**src/rtl/sipo_deser_pkg.sv**
```systemverilog
// Shared constants and elaboration-time helpers for the sipo_deser deserializer.
// Build option: SIPO_DESER_PARITY_EN appends one even-parity bit to every frame.
package sipo_deser_pkg;

  // Bit-order encodings for the LSB_FIRST parameter.
  localparam int ORDER_MSB_FIRST = 0;  // first received bit ends up in the word MSB
  localparam int ORDER_LSB_FIRST = 1;  // first received bit ends up in the word LSB

`ifdef SIPO_DESER_PARITY_EN
  localparam bit PARITY_EN = 1'b1;
`else
  localparam bit PARITY_EN = 1'b0;
`endif

  // Serial bits per frame: the data bits plus the trailing parity bit when enabled.
  function automatic int frame_len_f(input int width);
    return width + (PARITY_EN ? 1 : 0);
  endfunction

  // Width of the in-frame bit counter; it must be able to hold the value FRAME_LEN.
  function automatic int cnt_width_f(input int width);
    return $clog2(frame_len_f(width) + 1);
  endfunction

endpackage

```
**src/rtl/sipo_shift_core.sv**
```systemverilog
// Shift register and frame counter for sipo_deser.
// It assembles the data bits in the selected order and pulses frame_done on the
// edge that samples the last bit of a frame. The parity bit, when SIPO_DESER_PARITY_EN
// is defined, is counted but is not shifted in.
module sipo_shift_core
  import sipo_deser_pkg::*;
#(
  parameter int WIDTH     = 4,
  parameter int LSB_FIRST = ORDER_MSB_FIRST,
  parameter int FRAME_LEN = frame_len_f(WIDTH),
  parameter int CW        = cnt_width_f(WIDTH)
) (
  input  logic             clk,
  input  logic             reset,
  input  logic             serial_in,
  input  logic             serial_valid,
  input  logic             clear,
  output logic [WIDTH-1:0] word,
  output logic [CW-1:0]    cnt,
  output logic             frame_done
);

  logic [WIDTH-1:0] sreg_q, sreg_d;
  logic [CW-1:0]    cnt_q, cnt_d;
  logic [WIDTH-1:0] shifted;
  logic             last_bit;
  logic             data_bit;

  // Next shift/count state; clear wins over a valid bit and suppresses completion.
  always_comb begin
    shifted    = (LSB_FIRST == ORDER_LSB_FIRST) ? {serial_in, sreg_q[WIDTH-1:1]}
                                                : {sreg_q[WIDTH-2:0], serial_in};
    last_bit   = (cnt_q == CW'(FRAME_LEN - 1));
    data_bit   = (int'(cnt_q) < WIDTH);
    sreg_d     = sreg_q;
    cnt_d      = cnt_q;
    frame_done = 1'b0;
    if (clear) begin
      sreg_d = '0;
      cnt_d  = '0;
    end else if (serial_valid) begin
      if (data_bit) sreg_d = shifted;
      if (last_bit) begin
        cnt_d      = '0;
        frame_done = 1'b1;
      end else begin
        cnt_d = cnt_q + 1'b1;
      end
    end
  end

  // Shift register and counter flops.
  always_ff @(posedge clk or posedge reset) begin
    if (reset) begin
      sreg_q <= '0;
      cnt_q  <= '0;
    end else begin
      sreg_q <= sreg_d;
      cnt_q  <= cnt_d;
    end
  end

  // With parity the data bits are already in sreg when the parity bit arrives;
  // without it the final data bit is still on serial_in during the completing edge.
  assign word = PARITY_EN ? sreg_q : shifted;
  assign cnt  = cnt_q;

endmodule

```
**src/rtl/sipo_deser.sv**
```systemverilog
// Parametrised serial-to-parallel deserializer with a one-entry valid/ready
// output register and a sticky overrun flag.
// Build option: SIPO_DESER_PARITY_EN adds a trailing even-parity bit per frame and
// drives parity_err; without it parity_err is tied low and the ports are unchanged.
module sipo_deser
  import sipo_deser_pkg::*;
#(
  parameter int WIDTH     = 4,
  parameter int LSB_FIRST = ORDER_MSB_FIRST,
  parameter int CW        = cnt_width_f(WIDTH)
) (
  input  logic             clk,
  input  logic             reset,
  input  logic             serial_in,
  input  logic             serial_valid,
  input  logic             clear,
  output logic [WIDTH-1:0] parallel_out,
  output logic             out_valid,
  input  logic             out_ready,
  output logic             overrun,
  output logic             parity_err,
  output logic [CW-1:0]    bit_count
);

  logic [WIDTH-1:0] word;
  logic             frame_done;
  logic [CW-1:0]    cnt;

  logic [WIDTH-1:0] parallel_out_q, parallel_out_d;
  logic             out_valid_q, out_valid_d;
  logic             overrun_q, overrun_d;
  logic             drain, load, drop;

  sipo_shift_core #(
    .WIDTH     (WIDTH),
    .LSB_FIRST (LSB_FIRST),
    .CW        (CW)
  ) u_core (
    .clk          (clk),
    .reset        (reset),
    .serial_in    (serial_in),
    .serial_valid (serial_valid),
    .clear        (clear),
    .word         (word),
    .cnt          (cnt),
    .frame_done   (frame_done)
  );

  // Output register: a completed word loads when the slot is free or draining this cycle.
  always_comb begin
    drain          = out_valid_q && out_ready;
    load           = frame_done && (!out_valid_q || drain);
    drop           = frame_done && !load;
    parallel_out_d = load ? word : parallel_out_q;
    out_valid_d    = load ? 1'b1 : (drain ? 1'b0 : out_valid_q);
    overrun_d      = clear ? 1'b0 : (drop ? 1'b1 : overrun_q);
  end

  // Output, valid and overrun flops.
  always_ff @(posedge clk or posedge reset) begin
    if (reset) begin
      parallel_out_q <= '0;
      out_valid_q    <= 1'b0;
      overrun_q      <= 1'b0;
    end else begin
      parallel_out_q <= parallel_out_d;
      out_valid_q    <= out_valid_d;
      overrun_q      <= overrun_d;
    end
  end

`ifdef SIPO_DESER_PARITY_EN
  logic parity_err_q, parity_err_d;

  // Parity status travels with the word it describes; dropped words leave it alone.
  always_comb begin
    parity_err_d = load ? ^{word, serial_in} : parity_err_q;
  end

  // Parity status flop.
  always_ff @(posedge clk or posedge reset) begin
    if (reset) parity_err_q <= 1'b0;
    else       parity_err_q <= parity_err_d;
  end

  assign parity_err = parity_err_q;
`else
  assign parity_err = 1'b0;
`endif

  assign parallel_out = parallel_out_q;
  assign out_valid    = out_valid_q;
  assign overrun      = overrun_q;
  assign bit_count    = cnt;

endmodule

```
**config.mk**
```make
export PLATFORM = sky130hd
export DESIGN_NAME = sipo_deser
export DESIGN_NICKNAME = d
export VERILOG_FILES = /design/src/rtl/sipo_deser_pkg.sv /design/src/rtl/sipo_shift_core.sv /design/src/rtl/sipo_deser.sv
export SDC_FILE = /design/constraint.sdc
export NUM_CORES = 1
export LEC_CHECK = 0
export CAP_MARGIN = 20
export CORE_AREA = 2 2 39 41
export CTS_BUF_LIST = sky130_fd_sc_hd__clkbuf_16
export DETAILED_ROUTE_END_ITERATION = 10
export DIE_AREA = 0 0 41 43
export GPL_ROUTABILITY_DRIVEN = 0
export PLACE_DENSITY = 0.71
export SLEW_MARGIN = 0
export SYNTH_ARGS = -nofsm -noshare
export SYNTH_HDL_FRONTEND = slang
export SYNTH_SLANG_ARGS = --single-unit
```
**constraint.sdc**
```tcl
create_clock -name clk -period 2.9 [get_ports clk]
set_input_delay 0.725 -clock clk [delete_from_list [all_inputs] [get_ports clk]]
set_output_delay 0.725 -clock clk [all_outputs]
set_load 0.05 [all_outputs]
```
==> metrics.cfg <==
[setup_path]
worstPathCellList=clkdlybuf4s50_1
cp-start-kind=flop
worst-r2r-setup-slack_ns=1.54
critPathKind=reg -> out
endpoint_kind=primary output
critPathTopFamily=buffers and inverters
slowest_stage=clkdlybuf4s50_1
path_buf_inv=1
cp-startpoint=u_core.cnt[0]$_DFFE_PP0P_
crit_fanout=4
cp.arrival_ns=1.44
crit_required_ns=2.17
r2r-start=u_core.cnt[2]$_DFFE_PP0P_
cpPeakStageDelay_ns=0.82

[cts]
numCtsBuffers=3
cts_setup_buffers=0
ctsHoldBuffers=0
max-clock-path-buffers=2
cts-resized-gates=0
clk-insertion-delay-late_ns=0.24
clkSlewWorstSetupHoldPaths_ns=0.04
tritoncts=yes
clock-sinks=12
htreeDepth=1
cts_root_buf=clkbuf_16

[global_route]
grt_pass1_vias=309
use_met2_pct=14.4
grt_pass1_wl_mm=1.30
busiest_layer=met1
grt.total_usage_pct=11.8
grtUsageMet3_pct=4.71
grt_max_degree=13
grt-ovfl-total=0
grt_use_met1_pct=14.6
antenna_found_initial=0

[floorplan]
fp.dieH_um=43
std_cell_rows=14
start_util_pct=39.3
io_pins=16
die_x_um=41
die_area_mm2=0.00176
coreArea_mm2=0.00138

[synthesis]
synth_area_leaders=dfrtp_1 55%, mux2_2 8.3%, mux2i_1 5.5%
synth.largest_area_cell=dfrtp_1
synth.yosys.seq_area_share_pct=55.2
mappedNetlistArea_um2=544
synth.most_common_cell=dfrtp_1
synthCells=45
synth_nets=52
synth_top_cell_area_share_pct=55.2
synth_enable_flop_cells=0
synth_common_cells=12 x dfrtp_1, 4 x mux2_2, 4 x nand2b_1, 4 x nor2_1
avgSynthCellArea_um2=12.1
synth_ff_type=dfrtp_1
yosysWarnings=0
ys_async_sr_fraction_pct=100
yosysUniqueCellTypes=20
ys_ff_latch=12

[drt]
via_count=358
drc=0
initialDrtViolationCount=5
vias_per_cell=4.71
dr.pass1.iters=4
routed_wirelength_um=851
antenna_left=0
post_drt_wl_per_cell_um=11.2

[finish]
nets=68
n_antenna_cell=0
final_layout_size_suffix_gt1_share_pct=13.3
final_cell_area_um2=761
syn2layout_area_growth_pct=39.8

[place]
post-dp-hpwl_um=643
dpl_cell_area_um2=682
io_buffers=14

[outcome]
status=complete, no violations

[power]
power_density_mw_per_mm2=640
p_leak_uw=0.000351
max-vdd-ir-drop_mv=0.344
p_total_uw=487

[sta]
setup_viol=0
fmax_mhz=463
rsz0062_at_grt=no
slew_violations=0
post-route-min-period_ns=2.16
hold_violations=0
min_period_over_period_pct=74.5
finalSetupTns_ns=0
skew_ns=0.000983

[run]
maxCapViolations=0

[worst_hold_path]
hold_path_class=reg -> reg
min_from=overrun$_DFFE_PP0P_

[routing by layer]
| layer | vias up | routed length, um |
|---|---|---|
| met5 | - | 0 |
| met4 | 0 | 15 |
| met3 | 2 | 43 |
| met2 | 9 | 390 |
| met1 | 165 | 402 |
| li1 | 182 | - |
[report_power, final]
part,internal [uW],total (uW),switching [uW]
registers,175,179,4.35
clock network,181,248,66.8
logic,23.2,59.7,36.5
[final timing paths]
kind,to,cells after the start
max,bit_count[0],1
min,overrun$_DFFE_PP0P_,2
max reg2reg,parallel_out[3]$_DFFE_PP0P_,3
min reg2reg,overrun$_DFFE_PP0P_,2
max in group asynchronous,overrun$_DFFE_PP0P_,2
min in group asynchronous,u_core.cnt[1]$_DFFE_PP0P_,2
[registers in the layout, indices dropped and copies added (netlist names)]
register,count
out_valid,1
u_core.sreg_q,3
u_core.cnt,3
parallel_out,4
overrun,1
[metrics by stage]
stage | utilization [%] | setup WS (ns) | hold WS (ns) | std cells
after floorplan | - | 1.30 | 0.480 | 45
after global placement | 49.3 | 0.707 | 0.495 | 72
after detailed placement | 49.3 | 0.710 | 0.497 | 72
after CTS | 55.0 | 0.727 | 0.506 | 76
after global routing | 55.0 | 0.704 | 0.529 | 76
final | 55.0 | 0.740 | 0.494 | 76
[placed cells by master, fill, tap and decap left out, drive strengths merged]
master / netlist / routed
clkdlybuf4s50: 0 / 14
o21ai: 1 / 1
clkbuf: 1 / 3
clkinv: 0 / 1
dfrtp: 12 / 12
inv: 3 / 3
conb: 1 / 1
a41oi: 1 / 1
a21oi: 2 / 2
nand2: 1 / 1
a211oi: 1 / 1
nand3: 1 / 1
nand2b: 4 / 4
nand3b: 1 / 1
and2b: 1 / 1
nor2: 4 / 4
ha: 1 / 1
mux2: 4 / 4
mux2i: 3 / 3
nand4b: 1 / 1
[kinds of logic (layout without fill, tap and decap cells)]
| family | after synthesis | after routing | share of synthesized area (%) |
|---|---|---|---|
| simple gates | 13 | 13 | 16.1 |
| flops | 12 | 12 | 55.2 |
| mux | 7 | 7 | 13.8 |
| buf+inv | 6 | 21 | 6.21 |
| compound gates | 5 | 5 | 5.75 |
| fa+ha+maj | 1 | 1 | 2.30 |
| other cells | 1 | 1 | 0.689 |
[final cells by class]
type	count	area [um^2]
clock buffer	3	75.1
clock inverter	1	3.75
fill	131	623
inverter	3	11.3
multi-input combinational	27	210
sequential	12	300
tap	16	20.0
timing repair buffer	14	140
(Power assumes the default switching activity.)
